## config.mk

```make
export PLATFORM = sky130hd
export DESIGN_NAME = servo_pwm_array
export DESIGN_NICKNAME = d
export VERILOG_FILES = /design/src/rtl/servo_pwm_array.sv
export SDC_FILE = /design/constraint.sdc
export NUM_CORES = 1
export LEC_CHECK = 0
export ABC_AREA = 1
export BUFFER_PORTS_ARGS = -buffer_cell sky130_fd_sc_hd__buf_4
export CAP_MARGIN = 5
export CORE_AREA = 3 3 274 276
export DETAILED_ROUTE_END_ITERATION = 10
export DIE_AREA = 0 0 277 279
export PLACE_DENSITY_LB_ADDON = 0.25
export SKIP_LAST_GASP = 1
export SYNTH_ARGS = -nofsm -noshare
export SYNTH_HDL_FRONTEND = slang
export SYNTH_SLANG_ARGS = --single-unit
```

## constraint.sdc

```tcl
create_clock -name clk -period 9 [get_ports clk]
set_clock_uncertainty 0.05 [all_clocks]
set_input_delay 0.45 -clock clk [delete_from_list [all_inputs] [get_ports clk]]
set_output_delay 0.45 -clock clk [all_outputs]
set_load 0.005 [all_outputs]
```

## src/rtl/servo_pwm_array.sv

```systemverilog
// Multi-channel servo PWM generator: one shared frame counter and per-channel
// clamped targets. Active widths slew toward their targets only at the frame wrap.
module servo_pwm_array #(
  parameter int NCH         = 4,
  parameter int PW          = 21,
  parameter int FRAME_TICKS = 2000000,
  parameter int MIN_PULSE   = 100000,
  parameter int MAX_PULSE   = 200000,
  parameter int CENTER      = 150000,
  parameter int STEP        = 5000
) (
  input  logic           clk,
  input  logic           rst,
  input  logic           wr_en,
  input  logic [3:0]     wr_ch,
  input  logic [PW-1:0]  wr_pulse,
  output logic           wr_err,
  output logic [NCH-1:0] pwm,
  output logic           frame_start,
  output logic           busy
);

  localparam logic [PW-1:0] LAST  = PW'(FRAME_TICKS - 1);
  localparam logic [PW-1:0] MINP  = PW'(MIN_PULSE);
  localparam logic [PW-1:0] MAXP  = PW'(MAX_PULSE);
  localparam logic [PW-1:0] CEN   = PW'(CENTER);
  localparam logic [PW:0]   STEPW = (PW+1)'(STEP);

  logic [PW-1:0]  cnt, cnt_nxt;
  logic [PW-1:0]  tgt [NCH];
  logic [PW-1:0]  cur [NCH];
  logic [PW-1:0]  tgt_nxt [NCH];
  logic [PW-1:0]  cur_nxt [NCH];
  logic [PW:0]    up [NCH];
  logic           wrap, wr_bad;
  logic [PW-1:0]  wr_clamped;
  logic [NCH-1:0] pwm_nxt, diff;

  always_comb begin
    wrap    = (cnt == LAST);
    cnt_nxt = wrap ? '0 : cnt + PW'(1);
    wr_bad  = wr_en && ({1'b0, wr_ch} >= 5'(NCH));
    if (wr_pulse < MINP)      wr_clamped = MINP;
    else if (wr_pulse > MAXP) wr_clamped = MAXP;
    else                      wr_clamped = wr_pulse;

    for (int unsigned i = 0; i < NCH; i++) begin
      up[i]      = {1'b0, cur[i]} + STEPW;
      cur_nxt[i] = cur[i];
      if (wrap) begin
        if (STEP == 0)
          cur_nxt[i] = tgt[i];
        else if (cur[i] < tgt[i])
          cur_nxt[i] = (up[i] >= {1'b0, tgt[i]}) ? tgt[i] : up[i][PW-1:0];
        else if (cur[i] > tgt[i])
          cur_nxt[i] = ({1'b0, cur[i]} > ({1'b0, tgt[i]} + STEPW)) ?
                       cur[i] - STEPW[PW-1:0] : tgt[i];
      end
      tgt_nxt[i] = (wr_en && ({1'b0, wr_ch} == 5'(i))) ? wr_clamped : tgt[i];
      // Compare against next-cycle counter/width so the pulse rises with frame_start.
      pwm_nxt[i] = (cnt_nxt < cur_nxt[i]);
      diff[i]    = (cur_nxt[i] != tgt_nxt[i]);
    end
  end

  always_ff @(posedge clk) begin
    if (rst) begin
      cnt         <= '0;
      frame_start <= 1'b0;
      wr_err      <= 1'b0;
      busy        <= 1'b0;
      pwm         <= '0;
      for (int unsigned i = 0; i < NCH; i++) begin
        tgt[i] <= CEN;
        cur[i] <= CEN;
      end
    end else begin
      cnt         <= cnt_nxt;
      frame_start <= wrap;
      wr_err      <= wr_bad;
      busy        <= |diff;
      pwm         <= pwm_nxt;
      for (int unsigned i = 0; i < NCH; i++) begin
        tgt[i] <= tgt_nxt[i];
        cur[i] <= cur_nxt[i];
      end
    end
  end

endmodule

```

==> results.md, run 1 <==
- Total core area: 72800 sq um
- Setup repair after global routing missed its margin: false
- Kind of critical path: reg2reg
- Number of buffers added for setup after CTS: 0
- CTS Buffer Depth: 2
- Power per Cell Area: 85.1 nW/um^2
- R2r worst-path depth: 27
- Clock tree from TritonCTS: built
- WL final: 98700 microns
- Sink count of the clock tree: 196
- Total CTS buffers: 17
- Number of hold violations in the final report: 0
- Share of power burned in combinational logic: 25.9%
- First drt pass iteration count: 6
- Setup TNS: 0 ps
- Tightest Pin Transition: 1250 ps
- Number of DRC markers in iteration 0: 2789
- Final setup vio count: 0
- DRC violations left: 0
- Part of the cycle the worst path needs: 63.8%
- Critical path peak fanout: 21
- End point of the most critical hold path: wr_err$_SDFF_PP0_
- Internal portion of total power: 1430 uW
- Global-route wire length before repair: 151000 microns
- Hold_sp: wr_ch[2]
- Minimum clock period after layout: 5750 ps
- Cell Rows: 99
- Terminus of the critical flop-to-flop path: pwm[1]$_SDFF_PP0_
- Switching power as a share of total power: 37.4%
- Kind of cell with the highest combined delay on the critical path: simple AND/OR/NAND/NOR gates
- Final count of pins violating max slew: 0
- Wire length on met1: 43700 microns
- DR WL met3: 8160 microns
- Fraction of post-synthesis cell area in the top cell type by area: 20.5%
- Cell Area, Synth: 25400 sq um
- Detail Route met2 WL: 43000 microns
- WP depth: 27
- Synth area leaders: sky130_fd_sc_hd__nand2_1, sky130_fd_sc_hd__ha_1, sky130_fd_sc_hd__dfxtp_1
- Timing-limited maximum frequency: 0.174 GHz
- Detailed-route wire length per cell: 18.9 microns
- Via count: 27.6k
- Die outline width: 277 microns
- Fraction of the yosys area taken by sequential cells: 15.5%
- Prevailing post-synth register cell: sky130_fd_sc_hd__dfxtp_1
- Total grt overflow: 0
- Clk network pwr share: 35.3%
- Highest routed layer: met5
- Post-synth net total: 4657
- CTS Hold Bufs: 0
- Mapped Cells: 4308
- Worst-path clk slew: 80 ps
- Post-CTS sizing: 0
- Initial Utilization: 34.8%
- Worst hold margin: 211 ps
- Number of synthesized flops with an enable pin: 0
- Crit path capture type: flip-flop
- HPWL after detailed placement: 77500 microns
- Max transition margin: 16.1%
- WHS Path Cells: 3
- Global Route Usage Sum: 25.0%
- Total of buffers placed on input and output ports: 34
- Type of the most critical hold path: in2reg
- Startpoint types: flip-flop
- Cell at the root of the clock tree: sky130_fd_sc_hd__clkbuf_16
- Data required, critical path: 9320 ps
- Arrival time at the worst endpoint: 6070 ps
- Max-cap check violation count: 0
- Outcome: finished, final reports clean
- Clock H-tree levels: 4
- Share of power burned in registers: 38.8%
- Slowest cell delay on critical path: 700 ps
- Die area: 77300 sq um
- Warning count from the yosys run: 0
- Antenna violations before repair: 6
- Area growth syn-to-layout: 5.73%
- Gpl congestion: 0.943
- Ports placed on the boundary: 35
- Most used cell along the critical path: sky130_fd_sc_hd__nand2_1
- Net switching power of the design: 853 uW
- Most repeated cell in the gate-level netlist after synthesis: sky130_fd_sc_hd__nand2_1
- Count of antenna-violating nets left after detailed routing: 0
- Unique cell type count in the Yosys netlist: 58
- Leakage power total: 0.0143 uW
- Most area-hungry cell type in the Yosys netlist: sky130_fd_sc_hd__nand2_1
- Floorplan die height: 279 microns
- Maximum VDD drop: 0.168 mV
- Count of buffer and inverter cells on the critical path: 3
- Worst R2R Start: cur[1][4]$_SDFF_PP1_
- Number of nets in the layout: 4598
- R2R Setup Slk: 3250 ps
- Cell at the slowest stage of the critical path: sky130_fd_sc_hd__nor3_2
- Fraction of layout cells with a size suffix above 1: 5.16%
- Async set or reset register ratio after synthesis: 0%
- Count of antenna diodes in the layout: 0
- Largest net degree at the start of global routing: 91
- Vias in the first global route: 25.3k
- Synth Area per Inst: 5.89 sq um
- Insertion delay of the later-clocked pin in the worst-skew pair: 500 ps
- Number of flip-flops and latches in the synthesized netlist: 196
- Commonest cells in the netlist: sky130_fd_sc_hd__nand2_1, sky130_fd_sc_hd__inv_1, sky130_fd_sc_hd__nand3_1
- Vias/cell: 5.29
flip-flops by register name (all words and copies together) (netlist names):
register     flops
cnt             21
pwm              4
tgt             84
cur             84
frame_start      1
wr_err           1
busy             1
tightest hold or removal path, stage by stage:
cell	delay, ps
sky130_fd_sc_hd__buf_4	70
sky130_fd_sc_hd__nor2_1	40
sky130_fd_sc_hd__nor3_1	140
per-layer routing:
metal,global-route usage [%],up-vias
met1,34.3,12500
met2,39.5,1150
li1,-,13800
met3,3.71,186
met5,0,-
met4,9.82,2
through the flow:
step / total power (uW) / instances / area [sq um] / setup slack, ps / utilization [%]
after floorplan: 1340 / 4308 / 25400 / 4560 / -
final: 2280 / 5221 / 26800 / 3250 / 36.8
after detailed placement: 1480 / 5189 / 26200 / 3410 / 36.0
after CTS: 2280 / 5221 / 26800 / 3360 / 36.8
after global routing: 2380 / 5221 / 26800 / 2620 / 36.8
after global placement: 1480 / 5189 / 26200 / 3420 / 36.0
how the worst max path moves through the flow:
| stage | startpoint | slack, ps | endpoint |
|---|---|---|---|
| 6_report | cur[1][4]$_SDFF_PP1_ | 3250 | pwm[1]$_SDFF_PP0_ |
| 3_5_place_dp | tgt[0][45]$_SDFF_PP0_ | 3410 | pwm[2]$_SDFF_PP0_ |
| 4_1_cts | tgt[0][45]$_SDFF_PP0_ | 3360 | pwm[2]$_SDFF_PP0_ |
| 3_3_place_gp | cur[1][4]$_SDFF_PP1_ | 3420 | pwm[1]$_SDFF_PP0_ |
| 5_1_grt | tgt[0][45]$_SDFF_PP0_ | 2620 | pwm[2]$_SDFF_PP0_ |
| 2_1_floorplan | tgt[0][45]$_SDFF_PP0_ | 4560 | pwm[2]$_SDFF_PP0_ |
power by group through the flow:
stage | Combinational [uW] | Clock, uW | Sequential, uW
global route | 650 | 840 | 886
detailed placement | 577 | 0 | 905
CTS | 579 | 814 | 885
global placement | 576 | 0 | 905
floorplan | 436 | 0 | 900
finish | 591 | 805 | 885
placed cells by master, fill, tap and decap left out, drive strengths merged, types with 53 or more instances in the layout:
cell type	Yosys	final
nand2	1423	1423
dfxtp	196	196
inv	567	573
nor2	430	430
xor2	124	124
o21ai	175	175
nor3	70	70
buf	82	53
a21oi	178	178
nand3	456	456
ha	321	321
nand4	81	81
kinds of logic after synthesis:
group	count (synthesis)	share of synthesized area [%]
DFF	196	15.5
buffers and inverters	702	11.4
AOI/OAI and AO/OA	430	9.33
adders and majority gates	321	15.8
xor gates and xnor gates	130	4.49
and+or+nand+nor	2529	43.4
final cells by class:
cell class / count / area, sq um
repair buffers: 53 / 398
well taps: 959 / 1200
fillers: 8081 / 46000
clock inverters: 15 / 144
inverters: 571 / 2140
clock buffers: 17 / 425
multi-input cells: 3410 / 18600
flip-flops and latches: 196 / 3920
No activity file was read; power rests on OpenSTA's default activity.
==> run 2, diff against run 1 <==
==> constraint.sdc (replaced) <==
create_clock -name clk -period 5.95 [get_ports clk]
set_clock_uncertainty 0.05 [all_clocks]
set_input_delay 0.2975 -clock clk [delete_from_list [all_inputs] [get_ports clk]]
set_output_delay 0.2975 -clock clk [all_outputs]
set_load 0.005 [all_outputs]
==> run 2 against run 1 <==
Compared with the run above:
- setup slack worse by 2700 ps
- sequential share of layout area decreased by 0.11 points
- global-route usage is 0.098 points higher
- via count rose by 0.49%
- critical path depth up 4
- register-to-register slack got worse by 2700 ps
- sequential power increased by 51%
- design area up 0.72%
- critical endpoint unchanged
- cell count is 0.48% higher
- hold slack worse by 180 ps
==> results.md, run 2 (synthesis results as in run 1) <==
- Worst-path clk slew: 90 ps (about the same)
- Largest net degree at the start of global routing: 84 (-7.7%)
- Final count of pins violating max slew: 0 (unchanged)
- Global-route wire length before repair: 151000 microns (+0.32%)
- Net switching power of the design: 1290 uW (+52%)
- Part of the cycle the worst path needs: 90.3% (+26 points)
- Clock H-tree levels: 4 (unchanged)
- Arrival time at the worst endpoint: 5750 ps (-320 ps)
- Critical path peak fanout: 19 (-9.5%)
- Count of antenna-violating nets left after detailed routing: 0 (unchanged)
- First drt pass iteration count: 6 (unchanged)
- Post-DP Area: 26400 sq um (+0.74%)
- Data required, critical path: 6330 ps (-2990 ps)
- Max transition margin: 20.6% (+4.5 points)
- Total grt overflow: 0 (unchanged)
- Crit path capture type: flip-flop
- Max-cap check violation count: 0 (unchanged)
- Vias in the first global route: 25.2k (-0.28%)
- Type of the most critical hold path: in2reg
- Area growth syn-to-layout: 6.49%
- Number of nets in the layout: 4621 (+0.50%)
- R2R Setup Slk: 570 ps (-2680 ps)
- WL final: 99700 microns (+1.1%)
- Share of power burned in registers: 38.9% (about the same)
- Leakage power total: 0.0144 uW (+0.80%)
- Worst setup path startpoint: tgt[0][25]$_SDFF_PP1_
- Clock tree from TritonCTS: built
- Number of hold violations in the final report: 0 (unchanged)
- Global Route Usage Sum: 25.1% (+0.098 points)
- Number of buffers added for setup after CTS: 0 (unchanged)
- Critical path endpoint: pwm[1]$_SDFF_PP0_
- CTS Buffer Depth: 2 (unchanged)
- Startpoint types: flip-flop
- Footprint of the flip-flops and latches: 3920 sq um (unchanged)
- Setup TNS: 0 ps (unchanged)
- Commonest non-fill, non-tap cell in the layout: sky130_fd_sc_hd__nand2_1
- Gpl congestion: 0.967 (+2.6%)
- Kind of critical path: reg2reg
- Fraction of layout cells with a size suffix above 1: 5.69% (+0.53 points)
- Ports placed on the boundary: 35 (unchanged)
- Number of inserted filler cells in the final layout: 8130 (+0.61%)
- Cell Rows: 99 (unchanged)
- Timing-limited maximum frequency: 0.186 GHz (+6.9%)
- Switching power as a share of total power: 37.6% (+0.21 points)
- Total of buffers placed on input and output ports: 34 (unchanged)
- Internal portion of total power: 2150 uW (+50%)
- Maximum VDD drop: 0.187 mV (+12%)
- Setup repair after global routing missed its margin: true
- CTS Hold Bufs: 0 (unchanged)
- Detailed-route wire length per cell: 19.0 microns (+0.60%)
- Share of power burned in combinational logic: 26.4% (+0.5 points)
- Number of DRC markers in iteration 0: 2790 (+0.036%)
- Die outline width: 277 microns (unchanged)
- Floorplan die height: 279 microns (unchanged)
- Slowest cell delay on critical path: 440 ps (-260 ps)
- Tightest Pin Transition: 1190 ps (-63.0 ps)
- Clk network pwr share: 34.7% (-0.6 points)
- R2r worst-path depth: 31 (+15%)
- Minimum setup slack in the final design: 575 ps (-2680 ps)
- Cell at the root of the clock tree: sky130_fd_sc_hd__clkbuf_16
- Worst R2R Start: tgt[0][25]$_SDFF_PP1_
- Total CTS buffers: 17 (unchanged)
- Terminus of the critical flop-to-flop path: pwm[1]$_SDFF_PP0_
- Outcome: finished, final reports clean
- Minimum setup slack after placement: 621 ps (-2790 ps)
- Cell at the slowest stage of the critical path: sky130_fd_sc_hd__dfxtp_1
- Total core area: 72800 sq um (unchanged)
- Via count: 27.8k (+0.49%)
- Initial Utilization: 34.8% (unchanged)
- Sink count of the clock tree: 196 (unchanged)
- Die area: 77300 sq um (unchanged)
- Power per Cell Area: 127 nW/um^2 (+50%)
- Vias/cell: 5.29 (about the same)
- Multi-input combinational cell area: 18600 sq um (+0.10%)
- Registers with the most flip-flops: cur x84, tgt x84, cnt x21
- DRC violations left: 0 (unchanged)
- HPWL after detailed placement: 78800 microns (+1.7%)
- Commonest cells after routing, fill and taps aside: sky130_fd_sc_hd__nand2_1, sky130_fd_sc_hd__inv_1, sky130_fd_sc_hd__nand3_1
- Antenna violations before repair: 9 (+3)
- Minimum clock period after layout: 5380 ps (-371 ps)
- Final setup vio count: 0 (unchanged)
- Most used cell along the critical path: sky130_fd_sc_hd__nand2_1
- Insertion delay of the later-clocked pin in the worst-skew pair: 500 ps (about the same)
- Final design instance area without fill: 27000 sq um (+0.72%)
[run 2: worst min path at each step]
| stage | to | startpoint | cells past startpoint | slack [ps] |
|---|---|---|---|---|
| finish | wr_err$_SDFF_PP0_ | wr_ch[2] | 3 | 30 |
| global route | wr_err$_SDFF_PP0_ | wr_ch[2] | 3 | 70 |
| CTS | wr_err$_SDFF_PP0_ | wr_ch[2] | 3 | 10 |
| detailed placement | cur[0][0]$_SDFF_PP0_ | cur[0][0]$_SDFF_PP0_ | 2 | 470 |
| global placement | cur[0][0]$_SDFF_PP0_ | cur[0][0]$_SDFF_PP0_ | 2 | 460 |
| floorplan | wr_err$_SDFF_PP0_ | wr_ch[2] | 2 | 420 |
[run 2: power by group through the flow]
| stage | logic (uW) | registers [uW] | clock network, uW |
|---|---|---|---|
| after floorplan | 659 | 1360 | 0 |
| after global placement | 885 | 1370 | 0 |
| after detailed placement | 887 | 1370 | 0 |
| after CTS | 890 | 1340 | 1210 |
| after global routing | 1000 | 1340 | 1260 |
| final | 908 | 1340 | 1190 |
[run 2: cell type report]
class                      count  area share [%]
timing repair buffer          76            2.16
inverter                     571            7.94
tap                          959            4.44
multi-input combinational   3410            68.9
clock buffer                  20            1.69
sequential                   196            14.5
clock inverter                12           0.357
antenna                        2          0.0185
[run 2: critical path: cells and delay by family, from the launching register on]
kind | cells | cell delay, ps
AND/OR/NAND/NOR | 18 | 2530
AO/OA/AOI/OAI | 7 | 1170
adder cells (fa/ha/maj) | 2 | 550
flip-flops | 1 | 440
buffers and inverters | 3 | 370
XOR/XNOR | 1 | 160
[run 2: through the flow]
step           hold WS, ps  total power [uW]  cells  util (%)
2_1_floorplan          423              2020   4308         -
3_3_place_gp           463              2250   5212      36.3
3_5_place_dp           469              2260   5212      36.3
4_1_cts               10.6              3440   5244      37.1
5_1_grt               70.6              3600   5244      37.1
6_report              33.4              3440   5246      37.1
[run 2: routing by layer]
layer	global-route usage (%)	up-vias	part of all wire, %	wire, microns
met1	34.3	12700	44	44100
met4	8.78	2	3.5	3460
li1	-	13800	-	-
met2	40.2	1108	44	44000
met5	0	-	0.013	13
met3	3.81	167	8.1	8130
[run 2: repair_timing]
| item | 4_1_cts | 5_1_grt |
|---|---|---|
| endpoints found under the hold margin | 0 | 0 |
| setup endpoints to repair | 0 | 2 |
| gates resized for setup | 0 | 2 |
